<file path="config.mk">
export PLATFORM = sky130hd
export DESIGN_NAME = digitron_scan_display_flat
export DESIGN_NICKNAME = d
export VERILOG_FILES = /design/src/rtl/digitron_scan_display_if.sv /design/src/rtl/digitron_scan_display.sv /design/src/flat_wrapper.sv
export SDC_FILE = /design/constraint.sdc
export NUM_CORES = 1
export LEC_CHECK = 0
export CORE_AREA = 2 2 70 72
export DETAILED_ROUTE_END_ITERATION = 10
export DIE_AREA = 0 0 72 74
export PLACE_DENSITY = 0.77
export SLEW_MARGIN = 0
export SYNTH_ARGS = -nofsm -noshare
export SYNTH_HDL_FRONTEND = slang
export SYNTH_SLANG_ARGS = --single-unit
</file>
<file path="constraint.sdc">
create_clock -name CLK -period 6.9 [get_ports CLK]
set_input_delay 1.38 -clock CLK [delete_from_list [all_inputs] [get_ports CLK]]
set_output_delay 1.38 -clock CLK [all_outputs]
set_load 0.02 [all_outputs]
</file>
<file path="src/rtl/digitron_scan_display_if.sv">
// Bundle of digit data, per-digit masks, hold override and display pins for the scan driver.
// Latency: none (wiring only); the driver registers the display side.
// Backpressure: none; inputs are sampled levels and outputs free-run.
interface digitron_scan_display_if #(
  parameter int DIGITS = 6
);
  logic [4*DIGITS-1:0] Digit_In;
  logic [DIGITS-1:0]   Dp_In;
  logic [DIGITS-1:0]   Blank_Mask;
  logic [DIGITS-1:0]   Blink_Mask;
  logic                Hold_En;
  logic [3:0]          Hold_Value;
  logic [7:0]          Digitron_Out;
  logic [DIGITS-1:0]   DigitronCS_Out;
  logic                Frame_Tick;

  // Source side: counters/calendar logic driving values, observing the pins.
  modport master (
    output Digit_In, Dp_In, Blank_Mask, Blink_Mask, Hold_En, Hold_Value,
    input  Digitron_Out, DigitronCS_Out, Frame_Tick
  );

  // Display driver side.
  modport slave (
    input  Digit_In, Dp_In, Blank_Mask, Blink_Mask, Hold_En, Hold_Value,
    output Digitron_Out, DigitronCS_Out, Frame_Tick
  );
endinterface

</file>
<file path="src/rtl/digitron_scan_display.sv">
// Multiplexed 7-segment scan driver: DIGITS nibbles onto one segment bus, one-cold active-low selects.
// Latency: select and segments registered together, 1 cycle from any input change; Frame_Tick combinational.
// Backpressure: none; free-running. Blink logic only exists when DIGITRON_BLINK_EN is defined.
module digitron_scan_display #(
  parameter int DIGITS    = 6,
  parameter int SCAN_DIV  = 200,
  parameter int BLINK_DIV = 250
) (
  input  logic                   CLK,
  input  logic                   RST,
  digitron_scan_display_if.slave bus
);

  localparam int DIV_W = $clog2(SCAN_DIV);
  localparam int IDX_W = $clog2(DIGITS);
  localparam logic [DIV_W-1:0] DIV_LAST = DIV_W'(SCAN_DIV - 1);
  localparam logic [IDX_W-1:0] IDX_LAST = IDX_W'(DIGITS - 1);

  // Standard g..a segment codes for hex nibbles.
  function automatic logic [6:0] seg_decode(input logic [3:0] nib);
    logic [6:0] seg;
    case (nib)
      4'h0:    seg = 7'h3F;
      4'h1:    seg = 7'h06;
      4'h2:    seg = 7'h5B;
      4'h3:    seg = 7'h4F;
      4'h4:    seg = 7'h66;
      4'h5:    seg = 7'h6D;
      4'h6:    seg = 7'h7D;
      4'h7:    seg = 7'h07;
      4'h8:    seg = 7'h7F;
      4'h9:    seg = 7'h6F;
      4'hA:    seg = 7'h77;
      4'hB:    seg = 7'h7C;
      4'hC:    seg = 7'h39;
      4'hD:    seg = 7'h5E;
      4'hE:    seg = 7'h79;
      default: seg = 7'h71;
    endcase
    return seg;
  endfunction

  // ---------------------------------------------------------------------------
  // Scan counters: div_cnt dwells SCAN_DIV cycles per digit, idx walks digits.
  // ---------------------------------------------------------------------------
  logic [DIV_W-1:0] div_cnt_q, div_cnt_d;
  logic [IDX_W-1:0] idx_q, idx_d;
  logic             div_last;
  logic             idx_last;
  logic             frame_end;

  assign div_last  = (div_cnt_q == DIV_LAST);
  assign idx_last  = (idx_q == IDX_LAST);
  assign frame_end = div_last & idx_last;

  // Next-state for the dwell counter and the digit index.
  always_comb begin
    div_cnt_d = div_cnt_q + DIV_W'(1);
    idx_d     = idx_q;
    if (div_last) begin
      div_cnt_d = '0;
      idx_d     = idx_last ? '0 : idx_q + IDX_W'(1);
    end
  end

  // Scan counters keep running in hold mode so the frame cadence never changes.
  always_ff @(posedge CLK) begin
    if (RST) begin
      div_cnt_q <= '0;
      idx_q     <= '0;
    end else begin
      div_cnt_q <= div_cnt_d;
      idx_q     <= idx_d;
    end
  end

  // Frame pulse decoded straight from the counters, suppressed while in reset.
  assign bus.Frame_Tick = frame_end & ~RST;

  // ---------------------------------------------------------------------------
  // Blink phase: toggles after every BLINK_DIV completed frames.
  // ---------------------------------------------------------------------------
  logic blink_dark;

`ifdef DIGITRON_BLINK_EN
  localparam int BLK_W = (BLINK_DIV > 1) ? $clog2(BLINK_DIV) : 1;
  localparam logic [BLK_W-1:0] BLK_LAST = BLK_W'(BLINK_DIV - 1);

  logic [BLK_W-1:0] blink_cnt_q, blink_cnt_d;
  logic             blink_phase_q, blink_phase_d;

  // Count frame ends; on the BLINK_DIV-th one flip the phase and restart.
  always_comb begin
    blink_cnt_d   = blink_cnt_q;
    blink_phase_d = blink_phase_q;
    if (frame_end) begin
      if (blink_cnt_q == BLK_LAST) begin
        blink_cnt_d   = '0;
        blink_phase_d = ~blink_phase_q;
      end else begin
        blink_cnt_d = blink_cnt_q + BLK_W'(1);
      end
    end
  end

  // Blink state starts visible (phase 0) out of reset.
  always_ff @(posedge CLK) begin
    if (RST) begin
      blink_cnt_q   <= '0;
      blink_phase_q <= 1'b0;
    end else begin
      blink_cnt_q   <= blink_cnt_d;
      blink_phase_q <= blink_phase_d;
    end
  end

  assign blink_dark = blink_phase_q & bus.Blink_Mask[idx_q];
`else
  // Blink disabled: phase is permanently visible and the mask is ignored.
  logic [DIGITS-1:0] unused_blink_mask;
  assign unused_blink_mask = bus.Blink_Mask;
  assign blink_dark        = 1'b0;
`endif

  // ---------------------------------------------------------------------------
  // Output stage: select and segments come from one register so they always
  // change on the same edge and never pair a new pattern with a stale select.
  // ---------------------------------------------------------------------------
  logic [7:0]        seg_q, seg_d;
  logic [DIGITS-1:0] cs_q, cs_d;
  logic [3:0]        cur_nib;
  logic              cur_dp;
  logic              cur_dark;

  assign cur_nib  = bus.Digit_In[{idx_q, 2'b00} +: 4];
  assign cur_dp   = bus.Dp_In[idx_q];
  assign cur_dark = bus.Blank_Mask[idx_q] | blink_dark;

  // Pick the pattern for the digit being scanned, or the static hold pattern.
  always_comb begin
    seg_d = 8'h00;
    cs_d  = '1;
    if (bus.Hold_En) begin
      // Hold pins the display on digit 0, dp off, masks ignored.
      cs_d  = ~DIGITS'(1);
      seg_d = {1'b0, seg_decode(bus.Hold_Value)};
    end else begin
      // Blanked digits keep their select slot so the scan cadence is steady.
      cs_d = ~(DIGITS'(1) << idx_q);
      if (!cur_dark) begin
        seg_d = {cur_dp, seg_decode(cur_nib)};
      end
    end
  end

  // Reset turns every digit off and clears the segment bus.
  always_ff @(posedge CLK) begin
    if (RST) begin
      seg_q <= 8'h00;
      cs_q  <= '1;
    end else begin
      seg_q <= seg_d;
      cs_q  <= cs_d;
    end
  end

  assign bus.Digitron_Out   = seg_q;
  assign bus.DigitronCS_Out = cs_q;

endmodule

</file>
<file path="src/flat_wrapper.sv">
// flat-port wrapper written by rule: the top's interface ports become plain ports
module digitron_scan_display_flat 
#(
  parameter int DIGITS    = 6,
  parameter int SCAN_DIV  = 200,
  parameter int BLINK_DIV = 250
)
  (CLK, RST, bus_Digit_In, bus_Dp_In, bus_Blank_Mask, bus_Blink_Mask, bus_Hold_En, bus_Hold_Value, bus_Digitron_Out, bus_DigitronCS_Out, bus_Frame_Tick);
  digitron_scan_display_if #(.DIGITS(DIGITS)) bus_i ();
  input  logic CLK;
  input  logic RST;
  input wire logic [$bits(bus_i.Digit_In)-1:0] bus_Digit_In;
  input wire logic [$bits(bus_i.Dp_In)-1:0] bus_Dp_In;
  input wire logic [$bits(bus_i.Blank_Mask)-1:0] bus_Blank_Mask;
  input wire logic [$bits(bus_i.Blink_Mask)-1:0] bus_Blink_Mask;
  input wire logic [$bits(bus_i.Hold_En)-1:0] bus_Hold_En;
  input wire logic [$bits(bus_i.Hold_Value)-1:0] bus_Hold_Value;
  output wire logic [$bits(bus_i.Digitron_Out)-1:0] bus_Digitron_Out;
  output wire logic [$bits(bus_i.DigitronCS_Out)-1:0] bus_DigitronCS_Out;
  output wire logic [$bits(bus_i.Frame_Tick)-1:0] bus_Frame_Tick;
  assign bus_i.Digit_In = bus_Digit_In;
  assign bus_i.Dp_In = bus_Dp_In;
  assign bus_i.Blank_Mask = bus_Blank_Mask;
  assign bus_i.Blink_Mask = bus_Blink_Mask;
  assign bus_i.Hold_En = bus_Hold_En;
  assign bus_i.Hold_Value = bus_Hold_Value;
  assign bus_Digitron_Out = bus_i.Digitron_Out;
  assign bus_DigitronCS_Out = bus_i.DigitronCS_Out;
  assign bus_Frame_Tick = bus_i.Frame_Tick;
  digitron_scan_display #(.DIGITS(DIGITS), .SCAN_DIV(SCAN_DIV), .BLINK_DIV(BLINK_DIV)) u_core (.CLK(CLK), .RST(RST), .bus(bus_i));
endmodule
</file>
# Word-level counts from Yosys, hierarchy flattened
# Memories as Yosys holds them, arrays and structs flattened.
# Cells that the tools add are included.
# word_totals
romBits,224
memories,2
reg_bits,25
in_bits,49
# classes
n_eq_ne,2
shifts,2
n_addsub,2
n_reduce_logical,3
mux,8
bitwise,4
magnitude_cmp,1
# mem_list
memory,depth,word_bits,read_ports,rd_ports_with_merged_regs,write_ports,line_no,text
(name not given),16,7,1,0,0,digitron_scan_display.sv:22,case (nib)
(name not given),16,7,1,0,0,digitron_scan_display.sv:22,
# op_table
operator,n
variable part select 24 x 6 -> 4 bit,1
two-way mux 7 bit,2
adder 8 x 1 -> 8 bit (second input constant),1
== test 8 bit (second input constant),1
binary-select mux 1 bit (select 3 bit),2
inverter 6 bit,1
left shift 1 x 3 -> 6 bit (first input constant),1
less-than comparator 3 x 4 -> 1 bit (second input constant),1
OR reduction 2 bit,2
adder 3 x 1 -> 3 bit (second input constant),1
== test 3 bit (second input constant),1
two-way mux 1 bit,3
two-way mux 3 bit,1
OR reduction 3 bit,1
AND 1 bit,2
inverter 1 bit,1

# Longest topological paths before layout
# logic_depth
ltp_word,4
mapped_depth,9
ltp_nobuf,7

# Worst setup path after synthesis
# No wires, ideal clock.
# synth_timing
kind,input-to-output
from,input port RST
to,output port bus_Frame_Tick
stages,1
n_path_buf,0
t_arrival_ns,1.723
slack_ns,3.797
t_required_ns,5.520
cell_sequence,and4b_1
# synth_between
elab_chain_cells,2
# synth_lines
element,line_no,text
"start, declared",flat_wrapper.sv:11,input logic RST;
inverter 1 bit,digitron_scan_display.sv:78,assign bus.Frame_Tick = frame_end & ~RST;
AND 1 bit,digitron_scan_display.sv:78,
"end, declared",flat_wrapper.sv:20,output wire logic [$bits(bus_i.Frame_Tick)-1:0] bus_Frame_Tick;
# Every way passes these cells.

# Worst setup path after layout
# Ends and elaborated chain as after synthesis.

==> results_dict.tcl <==
set metrics [dict create \
    htreeDepth 1 \
    switching_power_uw 81.82 \
    whs_endpoint "u_core.div_cnt_q[0]" \
    initial_core_util_pct 37.99 \
    crit_fanout 15 \
    status "complete, no violations" \
    r2r_end "u_core.bus.Digitron_Out[0]" \
    synth_area_um2 1747 \
    die_x_um 72 \
    clock-sinks 25 \
    drtAntennaViolNets 0 \
    seqPwrFrac_pct 47.8 \
    combPwrFrac_pct 25.0 \
    async_reset_ff_share_pct 0 \
    rsz0062_at_grt "no" \
    p_leak_nw 0.9242 \
    grt_pass1_vias 1531 \
    syn2layout_area_growth_pct 35.89 \
    synth.most_common_cell "dfxtp_1" \
    synthCells 199 \
    critPathCaptureType "output port" \
    ioPinCount 64 \
    cts_buffers 3 \
    tightestPinTransition_ns 0.9090 \
    syn_nets 263 \
    fin_area_um2 2374 \
    finalCriticalPeriod_ns 4.383 \
    wl_per_cell_um 13.14 \
    hold_depth 1 \
    first_pass_iters 4 \
    yosysSeqAreaShare_pct 28.65 \
    post-synth-top-area-cell "dfxtp_1" \
    diodes 0 \
    ys_ff_latch 25 \
    grt_pass1_wl_um 6713 \
    grt_usage_pct 15.52 \
    peakVddDrop_mv 0.07405 \
    synth_common_cells "25 x dfxtp_1, 19 x nor2_1, 15 x ha_1, 14 x nand2_1" \
    hold_violations 0 \
    num_vias 1606 \
    ys.flop_type "dfxtp_1" \
    p_clk_share_pct 27.2 \
    reg2regPathDepth 8 \
    dp.cells 300 \
    synth.top_cell.area_share_pct 28.65 \
    powerDensity_nw_per_um2 133.8 \
    hold_class "reg2reg" \
    coreArea_um2 4598 \
    via_per_inst 5.283 \
    drive_above_1_share_pct 8.400 \
    cp-start-kind "input port" \
    r2r_slack_ns 4.23 \
    portBuffers 57 \
    cts_hold_buf 0 \
    antenna_found_initial 0 \
    r2r-start "u_core.idx_q[0]" \
    hold_path_startpoint "u_core.div_cnt_q[0]" \
    die_area_um2 5328 \
    clock_latency_ns 0.26 \
    finalSetupViolations 0 \
    finalCritPeriodShare_pct 63.52 \
    internal_power_uw 235.8 \
    synthTopCellsByArea "dfxtp_1 29%, ha_1 11%, mux2_2 5.8%, mux4_2 5.2%, nor2_1 4.1%" \
    postCtsSetupRepairBufs 0 \
    routabilityCongestion 0.7999 \
    grt_max_degree 24 \
    fin_util_pct 51.62 \
    relSlewSlack_pct 38.84 \
    clkTransAtPathRegs_ns 0.09 \
    ctsResizeCount 0 \
    clockRootBuffer "clkbuf_8" \
    crit_type "in2out" \
    drv_slew 0 \
    fin_worst_skew_ns 0.002602 \
    synth_edf_count 0 \
    finalSetupTns_ns 0 \
    die_h_um 74 \
    fmax_mhz 228.2 \
    synth_area_per_cell_um2 8.777 \
    maxCapViolCount 0 \
    cp.arrival_ns 3.00 \
    overflow 0 \
    nNetsFinal 315 \
    clock_path_buffers 2 \
    switching_share_pct 25.76 \
    postPlaceCellArea_um2 2325 \
    final_cells 304 \
    cts_tree "built" \
    drt-total-wl_um 3994 \
    drc 0 \
    hpwl_um 3227 \
    cp_data_required_time_ns 5.52 \
    yosysUniqueCellTypes 46 \
    drt_iter0_drc 87 \
    yosysWarningCount 0 \
    row_count 25 \
]
==> area by class of cell <==
class | count | area [um^2]
Multi-Input combinational cell | 154 | 1145
Sequential cell | 25 | 500.5
Clock buffer | 3 | 41.29
Clock inverter | 1 | 7.507
Timing Repair Buffer | 58 | 578.1
Inverter | 9 | 33.78
Tap cell | 54 | 67.56
Fill cell | 438 | 2225
==> power groups by stage <==
stage | clock [mW] | combinational [mW] | sequential, mW
2_1_floorplan | 0 | 0.0351 | 0.160
3_3_place_gp | 0 | 0.0779 | 0.155
3_5_place_dp | 0 | 0.0795 | 0.155
4_1_cts | 0.0886 | 0.0798 | 0.152
5_1_grt | 0.0935 | 0.0869 | 0.153
6_report | 0.0864 | 0.0794 | 0.152
==> critical path: stages <==
cell             delay (ns)
clkdlybuf4s50_1        0.65
and4b_1                0.36
clkdlybuf4s50_1        0.60
==> worst max path at each step <==
stage,from,endpoint
final,RST,bus_Frame_Tick
after global routing,RST,bus_Frame_Tick
after CTS,RST,bus_Frame_Tick
after detailed placement,RST,bus_Frame_Tick
after global placement,RST,bus_Frame_Tick
after floorplan,RST,bus_Frame_Tick
==> cells by family (layout without fill, tap and decap cells) <==
| logic type | after synthesis | in the layout | synth area share [%] |
|---|---|---|---|
| buf+inv | 20 | 71 | 5.802 |
| mux | 17 | 17 | 13.54 |
| xor+xnor | 8 | 8 | 4.012 |
| fa+ha+maj | 15 | 15 | 10.74 |
| simple gates | 70 | 70 | 19.84 |
| compound gates | 44 | 44 | 17.41 |
| flops | 25 | 25 | 28.65 |
==> flip-flops by register name, indices dropped and copies added (netlist names) <==
signal	cells
u_core.bus.Digitron_Out	8
u_core.div_cnt_q	8
u_core.bus.DigitronCS_Out	6
u_core.idx_q	3
==> per-layer routing <==
layer | global-route usage, % | wire length (um) | vias up
met5 | 0 | 0 | -
met4 | 3.774 | 55 | 0
met3 | 2.575 | 215 | 4
met2 | 28.60 | 1986 | 48
met1 | 18.95 | 1737 | 738
li1 | - | - | 816
==> cell usage in the layout, fill, tap and decap left out, types with 2 or more instances in the layout <==
cell and n:
nor3_1 5, mux2_2 9, clkdlybuf4s50_1 57, a211oi_1 3, o21bai_1 2, and2_1 4, nand4_1 3, a21o_1 2
mux4_2 4, clkbuf_8 3, o22ai_1 2, nand3_1 9, xnor2_1 3, mux2i_1 3, and3_1 2, o31ai_1 2
o211ai_1 2, ha_1 15, a22o_1 2, inv_1 9, nand2b_1 2, a21oi_1 7, a22oi_1 4, nor2b_1 7
nor2_1 19, dfxtp_1 25, o21ai_0 7, a31oi_1 3, xor2_1 5, nand2_1 14
==> stage by stage <==
| stage | total power, mW | worst slack, ns | hold slack [ns] |
|---|---|---|---|
| CTS | 0.3202 | 2.510 | 0.4459 |
| global placement | 0.2331 | 2.514 | 0.4260 |
| finish | 0.3176 | 2.517 | 0.4448 |
| floorplan | 0.1950 | 3.797 | 0.4132 |
| detailed placement | 0.2347 | 2.504 | 0.4328 |
| global route | 0.3331 | 2.445 | 0.4787 |
Note: power is estimated with default switching activity, not from simulation.
